File: config.mk
export PLATFORM = sky130hd
export DESIGN_NAME = ex_issue_stage
export DESIGN_NICKNAME = d
export VERILOG_FILES = /design/src/rtl/riscv_pkg.sv /design/src/rtl/ex_issue_stage_fwd_mux.sv /design/src/rtl/ex_issue_stage.sv
export SDC_FILE = /design/constraint.sdc
export NUM_CORES = 1
export LEC_CHECK = 0
export ABC_CLOCK_PERIOD_IN_PS = 4450
export BUFFER_PORTS_ARGS = -buffer_cell sky130_fd_sc_hd__buf_2
export CAP_MARGIN = 20
export CORE_AREA = 8 8 137 139
export CTS_BUF_LIST = sky130_fd_sc_hd__clkbuf_4 sky130_fd_sc_hd__clkbuf_8 sky130_fd_sc_hd__clkbuf_16
export DETAILED_ROUTE_END_ITERATION = 10
export DIE_AREA = 0 0 145 147
export GPL_TIMING_DRIVEN = 0
export HOLD_SLACK_MARGIN = 0.15
export PLACE_DENSITY_LB_ADDON = 0.05
export SETUP_SLACK_MARGIN = 0.02
export SYNTH_ARGS = -nofsm -noshare
export SYNTH_HDL_FRONTEND = slang
export SYNTH_SLANG_ARGS = --single-unit
File: constraint.sdc
create_clock -name clk -period 4.45 [get_ports clk]
set_input_delay 0.445 -clock clk [delete_from_list [all_inputs] [get_ports clk]]
set_output_delay 0.445 -clock clk [all_outputs]
set_load 0.005 [all_outputs]
File: src/rtl/riscv_pkg.sv
// Shared RISC-V core constants: ALU opcodes and operand selects.
// Imported by ex_issue_stage and fwd_mux.
package riscv_pkg;

    localparam int XLEN_DEF   = 32;
    localparam int REG_AW_DEF = 5;

    localparam logic [3:0] ALU_ADD  = 4'd0;
    localparam logic [3:0] ALU_SUB  = 4'd1;
    localparam logic [3:0] ALU_SLT  = 4'd2;
    localparam logic [3:0] ALU_SLTU = 4'd3;
    localparam logic [3:0] ALU_SGE  = 4'd4;
    localparam logic [3:0] ALU_SGEU = 4'd5;
    localparam logic [3:0] ALU_AND  = 4'd6;
    localparam logic [3:0] ALU_OR   = 4'd7;
    localparam logic [3:0] ALU_XOR  = 4'd8;
    localparam logic [3:0] ALU_SEQ  = 4'd9;
    localparam logic [3:0] ALU_SNE  = 4'd10;
    localparam logic [3:0] ALU_SL   = 4'd11;
    localparam logic [3:0] ALU_SR   = 4'd12;
    localparam logic [3:0] ALU_SRA  = 4'd13;

    localparam logic OP1_RS1 = 1'b0;
    localparam logic OP1_PC  = 1'b1;
    localparam logic OP2_RS2 = 1'b0;
    localparam logic OP2_IMM = 1'b1;

endpackage

File: src/rtl/ex_issue_stage_fwd_mux.sv
// fwd_mux: picks MEM result, then WB result, then regfile data for one source.
// Ports: i_addr, i_rf_data, i_mem_*, i_wb_* -> o_data. Macro EX_FWD_EN enables.
module fwd_mux
    import riscv_pkg::*;
#(
    parameter int XLEN   = XLEN_DEF,
    parameter int REG_AW = REG_AW_DEF
) (
    input  logic [REG_AW-1:0] i_addr,
    input  logic [XLEN-1:0]   i_rf_data,
    input  logic              i_mem_we,
    input  logic [REG_AW-1:0] i_mem_addr,
    input  logic [XLEN-1:0]   i_mem_data,
    input  logic              i_wb_we,
    input  logic [REG_AW-1:0] i_wb_addr,
    input  logic [XLEN-1:0]   i_wb_data,
    output logic [XLEN-1:0]   o_data
);

`ifdef EX_FWD_EN
    logic w_nz;
    logic w_mem_hit;
    logic w_wb_hit;

    // x0 is hardwired zero, so a write to it must never be forwarded
    assign w_nz      = (i_addr != '0);
    assign w_mem_hit = i_mem_we & (i_mem_addr == i_addr) & w_nz;
    assign w_wb_hit  = i_wb_we & (i_wb_addr == i_addr) & w_nz;

    always_comb begin
        o_data = i_rf_data;
        if (w_mem_hit) begin
            o_data = i_mem_data;
        end else if (w_wb_hit) begin
            o_data = i_wb_data;
        end
    end
`else
    logic w_unused;

    // decode stalls on hazards in this build; result buses are ignored
    assign w_unused = ^{i_addr, i_mem_we, i_mem_addr, i_mem_data,
                        i_wb_we, i_wb_addr, i_wb_data};
    assign o_data   = i_rf_data;
`endif

endmodule

File: src/rtl/ex_issue_stage.sv
// ID->EX register feeding the ALU: operand select, forwarding, valid/ready.
// Ports: ID side id_*, result buses mem_*/wb_*, EX side ex_*/src_*/alu_op. Macro EX_FWD_EN.
module ex_issue_stage
    import riscv_pkg::*;
#(
    parameter int XLEN   = XLEN_DEF,
    parameter int REG_AW = REG_AW_DEF
) (
    input  logic              clk,
    input  logic              rst_n,
    input  logic              flush,
    input  logic              id_valid,
    output logic              id_ready,
    input  logic [XLEN-1:0]   id_pc,
    input  logic [REG_AW-1:0] id_rs1_addr,
    input  logic [REG_AW-1:0] id_rs2_addr,
    input  logic [XLEN-1:0]   id_rs1_data,
    input  logic [XLEN-1:0]   id_rs2_data,
    input  logic [XLEN-1:0]   id_imm,
    input  logic              id_op1_sel,
    input  logic              id_op2_sel,
    input  logic [3:0]        id_alu_op,
    input  logic [REG_AW-1:0] id_rd_addr,
    input  logic              id_rd_we,
    input  logic              mem_rd_we,
    input  logic [REG_AW-1:0] mem_rd_addr,
    input  logic [XLEN-1:0]   mem_rd_data,
    input  logic              wb_rd_we,
    input  logic [REG_AW-1:0] wb_rd_addr,
    input  logic [XLEN-1:0]   wb_rd_data,
    output logic              ex_valid,
    input  logic              ex_ready,
    output logic [XLEN-1:0]   src_op1,
    output logic [XLEN-1:0]   src_op2,
    output logic [3:0]        alu_op,
    output logic [XLEN-1:0]   ex_pc,
    output logic [XLEN-1:0]   ex_rs2_data,
    output logic [REG_AW-1:0] ex_rd_addr,
    output logic              ex_rd_we
);

    logic              r_valid;
    logic [XLEN-1:0]   r_pc;
    logic [XLEN-1:0]   r_rs1;
    logic [XLEN-1:0]   r_rs2;
    logic [XLEN-1:0]   r_imm;
    logic              r_op1_sel;
    logic              r_op2_sel;
    logic [3:0]        r_alu_op;
    logic [REG_AW-1:0] r_rd_addr;
    logic              r_rd_we;

    logic [XLEN-1:0]   w_rs1_fwd;
    logic [XLEN-1:0]   w_rs2_fwd;
    logic              w_capture;

    fwd_mux #(.XLEN(XLEN), .REG_AW(REG_AW)) u_fwd_rs1 (
        .i_addr     (id_rs1_addr),
        .i_rf_data  (id_rs1_data),
        .i_mem_we   (mem_rd_we),
        .i_mem_addr (mem_rd_addr),
        .i_mem_data (mem_rd_data),
        .i_wb_we    (wb_rd_we),
        .i_wb_addr  (wb_rd_addr),
        .i_wb_data  (wb_rd_data),
        .o_data     (w_rs1_fwd)
    );

    fwd_mux #(.XLEN(XLEN), .REG_AW(REG_AW)) u_fwd_rs2 (
        .i_addr     (id_rs2_addr),
        .i_rf_data  (id_rs2_data),
        .i_mem_we   (mem_rd_we),
        .i_mem_addr (mem_rd_addr),
        .i_mem_data (mem_rd_data),
        .i_wb_we    (wb_rd_we),
        .i_wb_addr  (wb_rd_addr),
        .i_wb_data  (wb_rd_data),
        .o_data     (w_rs2_fwd)
    );

    // flush frees the slot, so the stage reports ready while it is asserted
    assign id_ready  = !r_valid | ex_ready | flush;
    assign w_capture = id_valid & id_ready & !flush;

`ifdef EX_FWD_EN
    logic [REG_AW-1:0] r_rs1_addr;
    logic [REG_AW-1:0] r_rs2_addr;
    logic              w_hold;
    logic              w_snoop1;
    logic              w_snoop2;

    // a stalled instruction would miss a WB write that retires meanwhile
    assign w_hold   = r_valid & !ex_ready;
    assign w_snoop1 = w_hold & wb_rd_we & (wb_rd_addr == r_rs1_addr) & (r_rs1_addr != '0);
    assign w_snoop2 = w_hold & wb_rd_we & (wb_rd_addr == r_rs2_addr) & (r_rs2_addr != '0);

    always_ff @(posedge clk or negedge rst_n) begin
        if (!rst_n) begin
            r_rs1_addr <= '0;
            r_rs2_addr <= '0;
        end else if (w_capture) begin
            r_rs1_addr <= id_rs1_addr;
            r_rs2_addr <= id_rs2_addr;
        end
    end
`endif

    always_ff @(posedge clk or negedge rst_n) begin
        if (!rst_n) begin
            r_valid   <= 1'b0;
            r_pc      <= '0;
            r_rs1     <= '0;
            r_rs2     <= '0;
            r_imm     <= '0;
            r_op1_sel <= OP1_RS1;
            r_op2_sel <= OP2_RS2;
            r_alu_op  <= ALU_ADD;
            r_rd_addr <= '0;
            r_rd_we   <= 1'b0;
        end else begin
            if (flush) begin
                r_valid <= 1'b0;
            end else if (w_capture) begin
                r_valid <= 1'b1;
            end else if (ex_ready) begin
                r_valid <= 1'b0;
            end
            if (w_capture) begin
                r_pc      <= id_pc;
                r_rs1     <= w_rs1_fwd;
                r_rs2     <= w_rs2_fwd;
                r_imm     <= id_imm;
                r_op1_sel <= id_op1_sel;
                r_op2_sel <= id_op2_sel;
                r_alu_op  <= id_alu_op;
                r_rd_addr <= id_rd_addr;
                r_rd_we   <= id_rd_we;
            end
`ifdef EX_FWD_EN
            else begin
                if (w_snoop1) r_rs1 <= wb_rd_data;
                if (w_snoop2) r_rs2 <= wb_rd_data;
            end
`endif
        end
    end

    assign ex_valid    = r_valid;
    assign src_op1     = (r_op1_sel == OP1_PC)  ? r_pc  : r_rs1;
    assign src_op2     = (r_op2_sel == OP2_IMM) ? r_imm : r_rs2;
    assign alu_op      = r_alu_op;
    assign ex_pc       = r_pc;
    assign ex_rs2_data = r_rs2;
    assign ex_rd_addr  = r_rd_addr;
    assign ex_rd_we    = r_rd_we;

endmodule

==> results of run 1 <==
critical path, cell delays in order (launching register included):
cell and delay, ns:
dfrtp_1 0.32, clkbuf_1 0.31, clkbuf_1 0.53, mux2_2 0.41, buf_2 0.13
cell families after synthesis:
| logic type | after synthesis |
|---|---|
| buf+inv | 23 |
| simple gates | 5 |
| mux | 204 |
| flops | 141 |
metrics by stage:
step | utilization (%) | cell area, sq um | worst slack (ns) | hold slack (ns)
after CTS | 49.9 | 8360 | 1.83 | 0.198
after global routing | 49.9 | 8360 | 1.71 | 0.202
after detailed placement | 46.4 | 7770 | 2.30 | 0.444
final | 49.9 | 8360 | 1.88 | 0.216
after global placement | 46.2 | 7740 | 0.891 | 0.463
after floorplan | - | 6040 | 2.79 | 0.149
cell type report:
class                           count  area, sq um  area share [%]
Clock buffer                       23          483            5.78
Multi-Input combinational cell    209         2330            27.9
Clock inverter                      7         90.1            1.08
Buffer                             23          179            2.14
Timing Repair Buffer              286         1470            17.5
Tap cell                          225          282            3.37
Sequential cell                   141         3530            42.2
Antenna cell                        1         2.50          0.0299
cell usage in the layout, fill, tap and decap left out:
master	n
buf_2	291
dfrtp_1	141
mux2_2	104
mux2_1	100
clkbuf_16	17
buf_6	12
clkbuf_1	4
clkbuf_4	4
clkinv_2	3
nor2_1	2
clkbuf_8	2
clkinvlp_4	2
bufinv_16	2
diode_2	1
nor2b_1	1
nand2b_1	1
nor3b_2	1
dlygate4sd3_1	1
buf_16	1
sequential cells by signal, indices dropped and copies added (netlist names):
| register | flops |
|---|---|
| ex_rd_addr | 5 |
| r_rs1 | 32 |
| r_imm | 32 |
| r_op2_sel | 1 |
| ex_rd_we | 1 |
| ex_pc | 32 |
| ex_rs2_data | 32 |
| alu_op | 4 |
| r_op1_sel | 1 |
| ex_valid | 1 |
path summary, 6_finish.rpt:
| kind | end | cells past startpoint | start |
|---|---|---|---|
| worst max-delay path | src_op1[24] | 4 | r_op1_sel |
| worst min-delay path | ex_valid | 2 | flush |
| worst max register to register | ex_rs2_data[7] | 5 | ex_valid |
| worst min register to register | r_imm[26] | 1 | r_imm[26] |
| max in group asynchronous | r_op2_sel | 3 | rst_n |
| min in group asynchronous | alu_op[0] | 2 | rst_n |
power breakdown:
| group | total, W | internal [W] | switching (W) |
|---|---|---|---|
| combinational | 0.000885 | 0.000514 | 0.000371 |
| clock | 0.00139 | 0.000870 | 0.000522 |
| sequential | 0.00162 | 0.00150 | 0.000120 |
per-layer routing:
metal	vias up	wire (um)	global-route usage, %
met3	29	1540	7.26
met1	2072	6990	18.2
met2	174	8450	27.3
met5	-	37	0
li1	1946	-	-
met4	8	325	6.31
what timing repair did:
action                                 4_1_cts  5_1_grt
hold buffers                                 1        0
setup buffers                                0        0
setup endpoints to repair                    0        0
endpoints found under the hold margin       52        0
==> results.py, run 1 <==
metrics = {
    "min_path": {
        "hold_class": "input pin to flop",
    },
    "clock_tree": {
        "insertion_delay_ns": 0.41,
        "clkTransAtPathRegs_ns": 0.06,
        "root_buffer": "clkbuf_16",
        "ctsResizeCount": 0,
        "cts_tree": "built",
        "cts.htree.levels": 4,
        "cts_inserted_buffers": 17,
        "cts_sinks": 141,
        "clockBufferDepth": 2,
    },
    "yosys": {
        "muxShareOfSynthArea_pct": 38.1,
        "synth-edff-count": 0,
        "yosys.area_share.simple_pct": 0.539,
        "syn_area_sq_um": 6040,
        "synth-async-reset-ratio_pct": 100,
        "synth_compound_area_share_pct": 0,
        "synthCells": 373,
        "yosysSeqAreaShare_pct": 58.4,
        "yosysUniqueCellTypes": 10,
        "synth_top_area_cell": "dfrtp_1",
        "syn_area_per_cell_sq_um": 16.2,
        "synth.top_cells.by_count": "141 x dfrtp_1, 104 x mux2_2, 100 x mux2_1, 11 x buf_6, 8 x buf_2",
        "yosys_warnings": 0,
        "synth_xor_area_share_pct": 0,
        "ys_ff_latch": 141,
        "synth_most_common_cell": "dfrtp_1",
        "synthFlopType": "dfrtp_1",
        "ys_top_cells_by_area": "dfrtp_1 58%, mux2_2 19%, mux2_1 19%, buf_6 2.1%, buf_2 0.66%",
        "synth_top_family_by_area": "multiplexers",
        "syn_nets": 604,
        "synth_top_area_share_pct": 58.4,
        "synth_fa_ha_area_share_pct": 0,
    },
    "floorplanning": {
        "rows": 48,
        "core-area_sq_um": 16800,
        "die_h_um": 147,
        "num_io_pins": 371,
        "die_area_sq_um": 21300,
        "start_util_pct": 36.0,
        "die_w_um": 145,
    },
    "grt": {
        "first_global_vias": 4863,
        "grt_pass1_wl_um": 27200,
        "grt_max_degree": 90,
        "antenna_found_initial": 5,
        "track_usage_pct": 16.4,
        "grt_overflow_total": 0,
    },
    "timing": {
        "worst_pin_slew_ns": 0.648,
        "hold_violations": 0,
        "setup_tns_ns": 0,
        "fin_skew_ns": 0.00761,
        "setup_viol": 0,
        "rsz0062_at_grt": "false",
        "slew_headroom_pct": 56.8,
        "timing.fmax_mhz": 389,
        "min_period_over_period_pct": 57.7,
        "fin_crit_ns": 2.57,
        "maxSlewViolCount": 0,
    },
    "run": {
        "drv_cap": 0,
    },
    "final_layout": {
        "fillCellCount": 1501,
        "drive_above_1_share_pct": 63.7,
        "syn_to_final_growth_pct": 38.5,
        "nets": 909,
        "stdcell_count": 915,
    },
    "power_and_ir_drop": {
        "powerDensity_nw_per_um2": 466,
        "p_leak_nw": 4.01,
        "ir_worst_vdd_mv": 0.259,
        "totalPowerFinal_w": 0.00390,
    },
    "place": {
        "hpwl_um": 13300,
        "port_buffers": 284,
        "routabilityCongestion": 0.734,
        "place_inst": 883,
    },
    "detailed_routing": {
        "drt_iter0_drc": 147,
        "drc": 0,
        "ant_nets": 0,
        "vias_per_cell": 4.62,
        "wl_per_cell_um": 19.0,
        "wl_um": 17300,
        "drt_pass1_iterations": 4,
        "routed-via-count": 4229,
    },
    "worst_setup_path": {
        "crit_type": "flop to primary output",
        "cp_max_fo": 10,
        "r2r_setup_slack_ns": 2.67,
        "arrival_ns": 2.12,
        "cp-end-kind": "primary output",
        "required_ns": 4.01,
        "start_kind": "flop",
    },
    "outcome": {
        "status": "finished clean",
    },
}
No activity file was read; power rests on OpenSTA's default activity.
==> run 2, diff against run 1 <==
Settings changed: ABC_CLOCK_PERIOD_IN_PS 4450 to 2200, CORE_AREA 8 8 137 139 to 8 8 138 140, DIE_AREA 0 0 145 147 to 0 0 146 148.
Clock period 4.45 ns to 2.2 ns, I/O delays scaled along.
==> results.py, run 2 (synthesized netlist as in run 1, its figures left out) <==
metrics = {
    "outcome": {
        "status": "finished clean",
    },
    "timing": {
        "slew_headroom_pct": 54.0,
        "min_period_over_period_pct": 93.4,
        "rsz0062_at_grt": "false",
        "hold_violations": 0,
        "maxSlewViolCount": 0,
        "fin_ws_ns": 0.145,
        "setup_viol": 0,
        "fin_crit_ns": 2.06,
        "holdWs_ns": 0.402,
        "fin_skew_ns": 0.00741,
        "timing.fmax_mhz": 487,
        "worst_pin_slew_ns": 0.689,
    },
    "worst_setup_path": {
        "start_kind": "flop",
        "cp_slowest_cell": "mux2_2",
        "path_cells": "clkbuf_1, buf_2, mux2_2, buf_2",
        "arrival_ns": 1.84,
        "crit_type": "flop to primary output",
        "cp-end-kind": "primary output",
        "cp_common_cell": "buf_2",
        "cp_num_buf_inv": 3,
        "required_ns": 1.98,
        "cp_top_family": "buffers and inverters",
        "cp_max_fo": 10,
        "slowest_delay_ns": 0.39,
    },
    "clock_tree": {
        "root_buffer": "clkbuf_16",
        "insertion_delay_ns": 0.40,
        "cts_sinks": 141,
        "cts_tree": "built",
        "clkTransAtPathRegs_ns": 0.06,
        "cts_inserted_buffers": 17,
        "cts.htree.levels": 4,
        "clockBufferDepth": 2,
        "post_cts_buffers": 0,
    },
    "min_path": {
        "hold_class": "input pin to async pin",
    },
    "power_and_ir_drop": {
        "ir_worst_vdd_mv": 0.491,
        "powerDensity_nw_per_um2": 833,
        "p_leak_nw": 4.61,
        "totalPowerFinal_w": 0.00816,
    },
    "floorplanning": {
        "core-area_sq_um": 16900,
        "die_w_um": 146,
        "rows": 48,
        "start_util_pct": 35.6,
        "die_h_um": 148,
        "die_area_sq_um": 21600,
        "num_io_pins": 371,
    },
    "grt": {
        "antenna_found_initial": 1,
        "grt_max_degree": 72,
        "grt_pass1_wl_um": 29300,
        "first_global_vias": 5504,
        "track_usage_pct": 17.0,
        "grt_overflow_total": 0,
    },
    "detailed_routing": {
        "wl_per_cell_um": 17.4,
        "ant_nets": 0,
        "drc": 0,
        "drt_pass1_iterations": 4,
        "vias_per_cell": 4.49,
        "wl_um": 18400,
        "drt_iter0_drc": 85,
        "routed-via-count": 4747,
    },
    "final_layout": {
        "final_util_pct": 57.9,
        "layout_commonest_cell": "buf_2",
        "nets": 1050,
        "drive_above_1_share_pct": 53.2,
        "final_cell_mix": "292 x buf_2, 143 x dlygate4sd3_1, 141 x dfrtp_1",
        "syn_to_final_growth_pct": 62.4,
    },
    "place": {
        "hpwl_um": 13300,
        "routabilityCongestion": 0.712,
        "dp_slack_ns": 0.265,
        "port_buffers": 284,
    },
    "run": {
        "drv_cap": 0,
    },
}
## run 2: cell count changes in the layout (fill, tap and decap cells not counted), moves of 2 or more
cell,delta
clkinvlp_4,+2
dlygate4sd3_1,+142
clkbuf_1,-3
clkbuf_4,-2
inv_6,+3
## run 2: repair_timing
action / in CTS / in global routing
hold endpoints to repair: 211 / 0
gates resized for setup: 2 / 3
setup endpoints to repair: 18 / 34
hold buffers: 143 / 0
## run 2: power breakdown
part           internal, W  switching, W  leakage [nW]
Sequential         0.00304      0.000245          1.66
Combinational      0.00121      0.000807          2.67
Clock              0.00175       0.00112         0.283
Total              0.00600       0.00217          4.61
## run 2: path summary, 6_finish.rpt
| path | slack, ns | end | depth (start not counted) | start |
|---|---|---|---|---|
| max in group asynchronous | 1.00 | ex_pc[7] | 3 | rst_n |
| min in group clk | 0.48 | r_rs1[19] | 1 | r_rs1[19] |
| max | 0.14 | src_op2[22] | 4 | r_op2_sel |
| max reg2reg | 0.40 | r_imm[28] | 5 | ex_valid |
| min reg2reg | 0.48 | r_rs1[19] | 1 | r_rs1[19] |
| min | 0.40 | ex_rd_addr[2] | 2 | rst_n |
## run 2: routing by layer
layer	global-route usage [%]	wire length [um]
met4	7.21	488
met2	29.0	9100
met1	18.6	7330
met3	6.66	1500
met5	0	0
## run 2: cell type report
cell class,count,area [sq um]
clock inverters,12,135
well taps,225,282
clock buffers,20,460
multi-input cells,209,2330
repair buffers,428,2890
plain buffers,22,180
fillers,1450,7130
diodes,1,2.50
flip-flops and latches,141,3530
## run 2: per-stage QoR
stage | area (sq um) | instances | TNS, ns
final | 9800 | 1058 | 0
after global routing | 9800 | 1058 | 0
after CTS | 9800 | 1058 | 0
after detailed placement | 7770 | 883 | 0
after global placement | 7740 | 882 | -160.53
after floorplan | 6040 | 373 | 0
